**src/rtl/fir_pkg.sv**
```systemverilog
// rtl/fir_pkg.sv - shared state type and width helpers for the FIR MAC engine
package fir_pkg;

  localparam int MAX_TAPS = 16;

  typedef enum logic [1:0] {
    IDLE,
    MAC,
    OUT
  } fir_state_t;

  // Headroom of clog2(ntaps) bits lets every tap add a full-scale product without overflow.
  function automatic int acc_width(input int ntaps, input int dw);
    return 2 * dw + $clog2(ntaps);
  endfunction

endpackage

```
**src/rtl/fir_acc_narrow.sv**
```systemverilog
// rtl/fir_acc_narrow.sv - accumulator shift and narrow to sample width
// FIR_SAT_EN defined: saturate to the signed DW range; undefined: keep low DW bits.
module fir_acc_narrow #(
  parameter int ACC_W     = 67,
  parameter int DW        = 32,
  parameter int OUT_SHIFT = 15
) (
  input  logic signed [ACC_W-1:0] i_acc,
  output logic signed [DW-1:0]    o_sample
);

  logic signed [ACC_W-1:0] w_shifted;

  assign w_shifted = i_acc >>> OUT_SHIFT;

`ifdef FIR_SAT_EN
  logic [ACC_W-DW:0] w_upper;
  logic              w_fits;

  // The value fits when every bit above the result's sign bit repeats that sign bit.
  assign w_upper = w_shifted[ACC_W-1:DW-1];
  assign w_fits  = (&w_upper) | ~(|w_upper);

  always_comb begin
    if (w_fits) begin
      o_sample = w_shifted[DW-1:0];
    end else if (w_shifted[ACC_W-1]) begin
      o_sample = {1'b1, {(DW-1){1'b0}}};
    end else begin
      o_sample = {1'b0, {(DW-1){1'b1}}};
    end
  end
`else
  logic w_unused_hi;

  assign w_unused_hi = ^w_shifted[ACC_W-1:DW];
  assign o_sample    = w_shifted[DW-1:0];
`endif

endmodule

```
**src/rtl/fir_mac_core.sv**
```systemverilog
// rtl/fir_mac_core.sv - sequential FIR engine, one tap per clock on a shared multiplier
// Output narrowing mode selected by FIR_SAT_EN (see fir_acc_narrow).
module fir_mac_core
  import fir_pkg::*;
#(
  parameter int NTAPS     = 8,
  parameter int DW        = 32,
  parameter int OUT_SHIFT = 15
) (
  input  logic                 clk,
  input  logic                 rst_n,
  input  logic                 start,
  input  logic signed [DW-1:0] sample_in,
  input  logic                 coeff_wr_en,
  input  logic [3:0]           coeff_wr_addr,
  input  logic signed [DW-1:0] coeff_wr_data,
  output logic signed [DW-1:0] sample_out,
  output logic                 done,
  output logic                 busy
);

  localparam int ACC_W = acc_width(NTAPS, DW);
  localparam int IDX_W = (NTAPS > 1) ? $clog2(NTAPS) : 1;

  fir_state_t              r_state;
  fir_state_t              w_next_state;
  logic                    r_start_q;
  logic signed [DW-1:0]    r_x [NTAPS];
  logic signed [DW-1:0]    r_h [NTAPS];
  logic signed [ACC_W-1:0] r_acc;
  logic [IDX_W-1:0]        r_idx;
  logic signed [DW-1:0]    r_sample_out;
  logic                    r_done;
  logic                    r_busy;

  logic                    w_trig;
  logic                    w_last;
  logic                    w_coeff_ok;
  logic signed [2*DW-1:0]  w_prod;
  logic signed [DW-1:0]    w_narrow;

  assign w_trig     = start & ~r_start_q;
  assign w_last     = (r_idx == IDX_W'(NTAPS - 1));
  assign w_coeff_ok = coeff_wr_en && (32'(coeff_wr_addr) < 32'(NTAPS));
  assign w_prod     = r_x[r_idx] * r_h[r_idx];

  assign sample_out = r_sample_out;
  assign done       = r_done;
  assign busy       = r_busy;

  fir_acc_narrow #(
    .ACC_W    (ACC_W),
    .DW       (DW),
    .OUT_SHIFT(OUT_SHIFT)
  ) u_narrow (
    .i_acc   (r_acc),
    .o_sample(w_narrow)
  );

  always_ff @(posedge clk or negedge rst_n) begin
    if (!rst_n) begin
      r_state <= IDLE;
    end else begin
      r_state <= w_next_state;
    end
  end

  always_comb begin
    w_next_state = r_state;
    case (r_state)
      IDLE:    if (w_trig) w_next_state = MAC;
      MAC:     if (w_last) w_next_state = OUT;
      OUT:     w_next_state = IDLE;
      default: w_next_state = IDLE;
    endcase
  end

  always_ff @(posedge clk or negedge rst_n) begin
    if (!rst_n) begin
      r_start_q    <= 1'b0;
      r_acc        <= '0;
      r_idx        <= '0;
      r_sample_out <= '0;
      r_done       <= 1'b0;
      r_busy       <= 1'b0;
      for (int i = 0; i < NTAPS; i++) r_x[i] <= '0;
    end else begin
      r_start_q <= start;
      case (r_state)
        IDLE: begin
          if (w_trig) begin
            for (int i = NTAPS - 1; i > 0; i--) r_x[i] <= r_x[i-1];
            r_x[0] <= sample_in;
            r_acc  <= '0;
            r_idx  <= '0;
            r_done <= 1'b0;
            r_busy <= 1'b1;
          end
        end
        MAC: begin
          r_acc <= r_acc + ACC_W'(w_prod);
          if (!w_last) r_idx <= r_idx + 1'b1;
        end
        OUT: begin
          r_sample_out <= w_narrow;
          r_done       <= 1'b1;
          r_busy       <= 1'b0;
        end
        default: ;
      endcase
    end
  end

  // A write landing during MAC is seen only by taps the sweep has not reached yet.
  always_ff @(posedge clk or negedge rst_n) begin
    if (!rst_n) begin
      for (int i = 0; i < NTAPS; i++) r_h[i] <= '0;
    end else if (w_coeff_ok) begin
      r_h[coeff_wr_addr[IDX_W-1:0]] <= coeff_wr_data;
    end
  end

endmodule
```
**config.mk**
```make
export PLATFORM = sky130hd
export DESIGN_NAME = fir_mac_core
export DESIGN_NICKNAME = d
export VERILOG_FILES = /design/src/rtl/fir_pkg.sv /design/src/rtl/fir_acc_narrow.sv /design/src/rtl/fir_mac_core.sv
export SDC_FILE = /design/constraint.sdc
export NUM_CORES = 2
export LEC_CHECK = 0
export ABC_AREA = 0
export BUFFER_PORTS_ARGS = -buffer_cell sky130_fd_sc_hd__buf_2
export CAP_MARGIN = 30
export CELL_PAD_IN_SITES_DETAIL_PLACEMENT = 2
export CELL_PAD_IN_SITES_GLOBAL_PLACEMENT = 2
export CORE_MARGIN = 2
export CORE_UTILIZATION = 37
export DETAILED_ROUTE_END_ITERATION = 10
export PLACE_DENSITY_LB_ADDON = 0.05
export SYNTH_ARGS = -nofsm -noshare
export SYNTH_HDL_FRONTEND = slang
export SYNTH_SLANG_ARGS = --single-unit
```
**constraint.sdc**
```tcl
create_clock -name clk -period 11.45 [get_ports clk]
set_clock_uncertainty 0.2 [all_clocks]
set_input_delay 1.145 -clock clk [delete_from_list [all_inputs] [get_ports clk]]
set_output_delay 1.145 -clock clk [all_outputs]
set_load 0.01 [all_outputs]
```
## Yosys cells after proc, flatten, opt, wreduce, memory -nomap -nowiden

Cells that the tools add are included.

- Memories: 0
- Memory bits (writable): 0
- ROM bits: 0
- Latch bits: 0
- Register bits after elaboration: 619
- Word-level logic and storage cells: 71
- Output and inout port bits: 34
- Input port bits: 72

- Reductions and logical operators: 10
- $add $sub $neg: 2
- Muxes and demuxes: 21
- Divide/modulo/power cells: 0
- Multipliers: 1
- Bitwise operators: 4
- $lt $le $gt $ge: 4
- Shift operators: 0
- Eq/ne operators: 6

Operators by type and width:

| kind | number |
|---|---|
| bitwise mux 256 bit | 1 |
| binary-select mux 32 bit (select 3 bit) | 2 |
| 2-to-1 mux 32 bit | 5 |
| case mux 67 bit (2 select lines) | 1 |
| demux 32 bit (select 3 bit) | 1 |
| adder 67 x 64 -> 67 bit | 1 |
| 2-to-1 mux 67 bit | 1 |
| multiplier 32 x 32 -> 64 bit | 1 |
| >= comparator 4 bit, second input constant | 2 |
| inverter 3 -> 4 bit | 2 |
| AND reduction 2 bit | 4 |
| 2-to-1 mux 3 bit | 2 |
| != test 2 bit, second input constant | 3 |
| case mux 3 bit (2 select lines) | 1 |
| less-than comparator 4 x 1 -> 1 bit, second input constant | 1 |
| less-than comparator 4 bit, second input constant | 1 |
| 2-to-1 mux 2 bit | 2 |
| case mux 1 bit (2 select lines) | 2 |
| case mux 2 bit (2 select lines) | 1 |
| nonzero test 2 bit | 2 |
| adder 3 x 1 -> 3 bit, second input constant | 1 |
| == test 3 bit, second input constant | 1 |
| AND reduction 3 bit | 1 |
| == test 2 x 1 -> 1 bit, second input constant | 1 |
| 6 further kinds | 8 |

## Depth between registers and ports, before layout

- Word-level depth: 7
- Depth in mapped cells: 38
- Depth with buffers taken out: 29

## By module

Synthesis repeated with hierarchy kept, for this count alone.

- Cells, all modules: 6662
- Area total of the unflattened synthesis: 67198.2 µm²

Modules (own cells, without submodules):

| module | cells each | instances | area an instance (µm²) | seq. area each (µm²) |
|---|---|---|---|---|
| fir_mac_core | 6630 | 1 | 66958.0 | 15489.9 |
| fir_acc_narrow | 32 | 1 | 240.2 | 0.0 |

## Worst setup path after synthesis

No wires, ideal clock.

- Path type: register to register
- Start point: reg r_idx[0]
- End point: reg r_acc[45]
- Data required time: 11134 ps
- Path slack: 1571 ps
- Buffers on the path: 8
- Period minus slack after synthesis: 9879 ps
- Stages on the path, launching flop included: 34
- Setup time: 116 ps
- Data arrival time: 9563 ps
- Cell sequence: dfrtp_1 > buf_6 > buf_12 > buf_8 > buf_6 > buf_4 > buf_2 > mux4_2 > mux2_2 > clkbuf_1 > nand2_1 > inv_1 > fa_1 > inv_1 > fa_1 > inv_1 > fa_1 > inv_1 > fa_1 > inv_1 > fa_1 > fa_1 > fa_1 > inv_1 > fa_1 > inv_1 > ha_1 > clkbuf_1 > nand4_1 > nor3_1 > or4b_2 > a31o_2 > o21a_1 > o311ai_0

- Cells in the longest elaborated chain, start to end: 7
- Elaborated cells between the ends (all ways): 10
- Those cells by class: add/sub (1); mul (1); mux (7); bitwise (1)

Ends and longest elaborated chain:

| element | RTL line | text |
|---|---|---|
| start: declaration | fir_mac_core.sv:31 | `logic [IDX_W-1:0] r_idx;` |
| start signal: assignment | fir_mac_core.sv:102 | `if (!w_last) r_idx <= r_idx + 1'b1;` |
| inverter 3 -> 4 bit (not written as such) (*) | fir_mac_core.sv:45 | `assign w_prod = r_x[r_idx] * r_h[r_idx];` |
| binary-select mux 32 bit (select 3 bit) | fir_mac_core.sv:45 |  |
| 2-to-1 mux 32 bit (not written as such) (2 in series) | fir_mac_core.sv:45 |  |
| multiplier 32 x 32 -> 64 bit (*) | fir_mac_core.sv:45 |  |
| adder 67 x 64 -> 67 bit (*) | fir_mac_core.sv:101 | `r_acc <= r_acc + ACC_W'(w_prod);` |
| case mux 67 bit (2 select lines) (*) | fir_mac_core.sv:89 | `case (r_state)` |
| end signal: assignment | fir_mac_core.sv:101 |  |
| end: declaration | fir_mac_core.sv:30 | `logic signed [ACC_W-1:0] r_acc;` |

Every way passes the cells marked *; elsewhere a longest branch is shown, timed or not. The select of a mux whose other input is x is not followed.
A chain may end at the register's enable or synchronous reset.

## Worst setup path in the final report

Ends and elaborated chain as after synthesis.

==> results.cfg <==
[worst_setup_path]
critical_path.endpoint_type = flip-flop
critical_path_arrival_ps = 11220
critPathMaxFanout = 26
critPathKind = reg2reg
worst_path_max_delay_cell = dfrtp_4
timing.critical_path.from_type = flip-flop
required_ps = 11860
cpMostUsedCell = fa_1
slowest_delay_ps = 820

[global_route]
grt_pass1_vias = 47210
global_route.usage.total = 0.2810
antenna_found_initial = 11
grt_remaining_overflow = 0
grt_start_max_net_pins = 191
grt_pass1_wl_um = 321700

[hold_path]
path_class_of_the_lowest_slack_min_delay_path = in2async

[logic_synthesis]
synth_cell_type_count = 72
dominantRegCellSynth = dfrtp_1
ys_seq_area_frac = 0.2649
yosys-top-cells-count = nand2_1 (1380), inv_1 (968), fa_1 (879)
async_flop_share = 1.000
netlist_area_um2 = 56580
synth-compound-area-share = 0.03154
adder_cell_fraction_of_synth_area = 0.3517
number_of_enable_type_register_cells_in_the_synthesized_netlist = 0
synth_top_area_frac = 0.3110
post_synth_mux_area_share = 0.1113
synthXorXnorAreaFrac = 0.01245
netlist_instances = 5747
synth_top_family_by_area = adder cells
syn_area_per_cell_um2 = 9.845
leading_cell_types_by_total_area_after_synthesis = fa_1 (31%), dfrtp_1 (26%), nand2_1 (9.2%)
yosys_warnings = 0
postSynthRegisterBits = 599
post_syn_nets = 6882
synth_most_common_cell = nand2_1
synth.largest_area_cell = fa_1
synth_simple_gate_area_share = 0.1391

[route]
routed_wirelength_um = 214500
drc_errors = 0
drt_pass1_iterations = 5
vias = 41010
via_per_inst = 5.219
antenna_violating_nets_post_route = 0
wl_per_cell_um = 27.29
first_iter_violations = 2298

[die]
dieArea_um2 = 156100
io_pins = 106
die_width_um = 395.0
initial_core_util = 0.3725
core_um2 = 151900
floorplan.die.height_um = 395.0
core.rowCount = 143

[timing]
final.setup.tns_ps = 0
rsz0062_at_grt = false
final-setup-viol-count = 0
max_clock_freq_mhz = 92.49
timing.final.crit_period_ps = 10810
timing.final.hold_violations = 0
final_min_period_over_clock_period = 0.9443
max_slew.worst_pin.slew_ps = 1124
timing.max_slew.rel_slack = 0.2361
timing.final.max_slew_violations = 0

[finish]
filler_cell_count = 16170
flow.area_growth_from_synthesis_pct = 10.21
final_cell_area_um2 = 62350
nets = 6905
antenna_cells_inserted = 0
layout_cells_sized_above_1 = 0.1404

[clock_network]
ctsRootBufferMaster = clkbuf_16
tritoncts = done
clock_latency_ps = 720
clkSlewWorstSetupHoldPaths_ps = 60
sinks_on_clock_net = 599
cts_hold_buf = 0
post_cts_resized = 0
post_cts.repair.setup_buffers = 0
cts_max_level = 3
cts_made_buffers = 75
clockBufferDepth = 3

[run_status]
run_status = complete, no violations

[placed_design]
routabilityCongestion = 0.8640
dp.final_hpwl_um = 164700
port_buffers = 105
placed_area_um2 = 59770

[job]
max_cap_violations = 0
==> flip-flops by register name, indices dropped and copies added (netlist names) <==
signal      flops
r_h           256
r_idx           3
r_state         2
busy            1
done            1
r_acc          47
r_x           256
sample_out     32
r_start_q       1
==> area by class of cell <==
| cell class | count | area (um^2) | area share |
|---|---|---|---|
| Multi-Input combinational cell | 3870 | 36780 | 0.5899 |
| Sequential cell | 599 | 15000 | 0.2406 |
| Inverter | 969 | 3637 | 0.05833 |
| Tap cell | 2030 | 2540 | 0.04073 |
| Clock buffer | 100 | 2111 | 0.03385 |
| Timing Repair Buffer | 255 | 1805 | 0.02896 |
| Clock inverter | 34 | 476.7 | 0.007645 |
==> path summary, 6_finish.rpt <==
check / depth (start not counted) / startpoint / endpoint / slack [ps]
max: 27 / r_idx[0]$_DFFE_PN0P_ / r_acc[45]$_DFFE_PN0P_ / 640
min: 1 / rst_n / r_acc[7]$_DFFE_PN0P_ / 250
max reg2reg: 27 / r_idx[0]$_DFFE_PN0P_ / r_acc[45]$_DFFE_PN0P_ / 640
min reg2reg: 2 / done$_DFFE_PN0P_ / done$_DFFE_PN0P_ / 270
max in group asynchronous: 3 / rst_n / r_x[210]$_DFFE_PN0P_ / 8590
min in group clk: 2 / done$_DFFE_PN0P_ / done$_DFFE_PN0P_ / 270
==> cell families (layout without fill, tap and decap cells) <==
| group | after synthesis | in the layout |
|---|---|---|
| simple gates | 1953 | 1953 |
| flops | 599 | 599 |
| xor+xnor | 71 | 71 |
| buf+inv | 1278 | 1358 |
| mux | 510 | 510 |
| fa+ha+maj | 1063 | 1063 |
| compound gates | 273 | 273 |
==> per-stage QoR <==
step | utilization | cells | setup slack (ps) | hold WS, ps
global placement | 0.3930 | 7717 | 672.0 | 252.6
floorplan | - | 5747 | 1571 | 240.2
global route | 0.4105 | 7857 | 231.2 | 289.6
CTS | 0.4105 | 7857 | 622.7 | 256.8
detailed placement | 0.3934 | 7723 | 617.8 | 266.4
finish | 0.4105 | 7857 | 638.2 | 252.0
==> routing by layer <==
layer,share of wire,up-vias,global-route usage
met1,0.44,22360,0.3766
met5,0.00027,-,0
met3,0.039,292,0.03543
met4,0.032,8,0.08404
met2,0.49,781,0.4755
li1,-,17560,-
==> cell usage in the layout, fill, tap and decap left out, types with 10 or more instances in the layout <==
master	netlist	layout
clkbuf_1	230	11
ha_1	184	184
buf_4	4	134
xor2_1	17	17
xnor2_1	48	48
buf_12	6	10
o31ai_1	11	11
clkbuf_8	0	14
o21a_1	12	12
or2_2	13	13
nand3_1	46	46
nand2_1	1380	1379
mux2i_2	0	16
a21o_1	25	25
fa_1	879	879
mux4_2	65	65
clkinv_2	0	16
inv_1	968	968
and2_1	49	49
a21oi_1	41	41
nand4_1	10	10
clkbuf_16	0	75
nand2b_1	17	15
mux2_2	304	304
mux2i_1	141	123
o21ai_0	83	83
dfrtp_1	599	596
o22ai_1	26	26
nor2_1	365	364
buf_2	40	104
==> critical path: cells and delay by family, from the launching register on <==
| family | cells | cell delay, ps |
|---|---|---|
| flops | 1 | 820 |
| mux | 2 | 1120 |
| compound gates | 3 | 770 |
| buf+inv | 9 | 1430 |
| simple gates | 4 | 1630 |
| fa+ha+maj | 9 | 4700 |
Power is left out: the tool's default activity adds up to more than one toggle a clock period on the data nets, which glitch-free logic cannot reach.
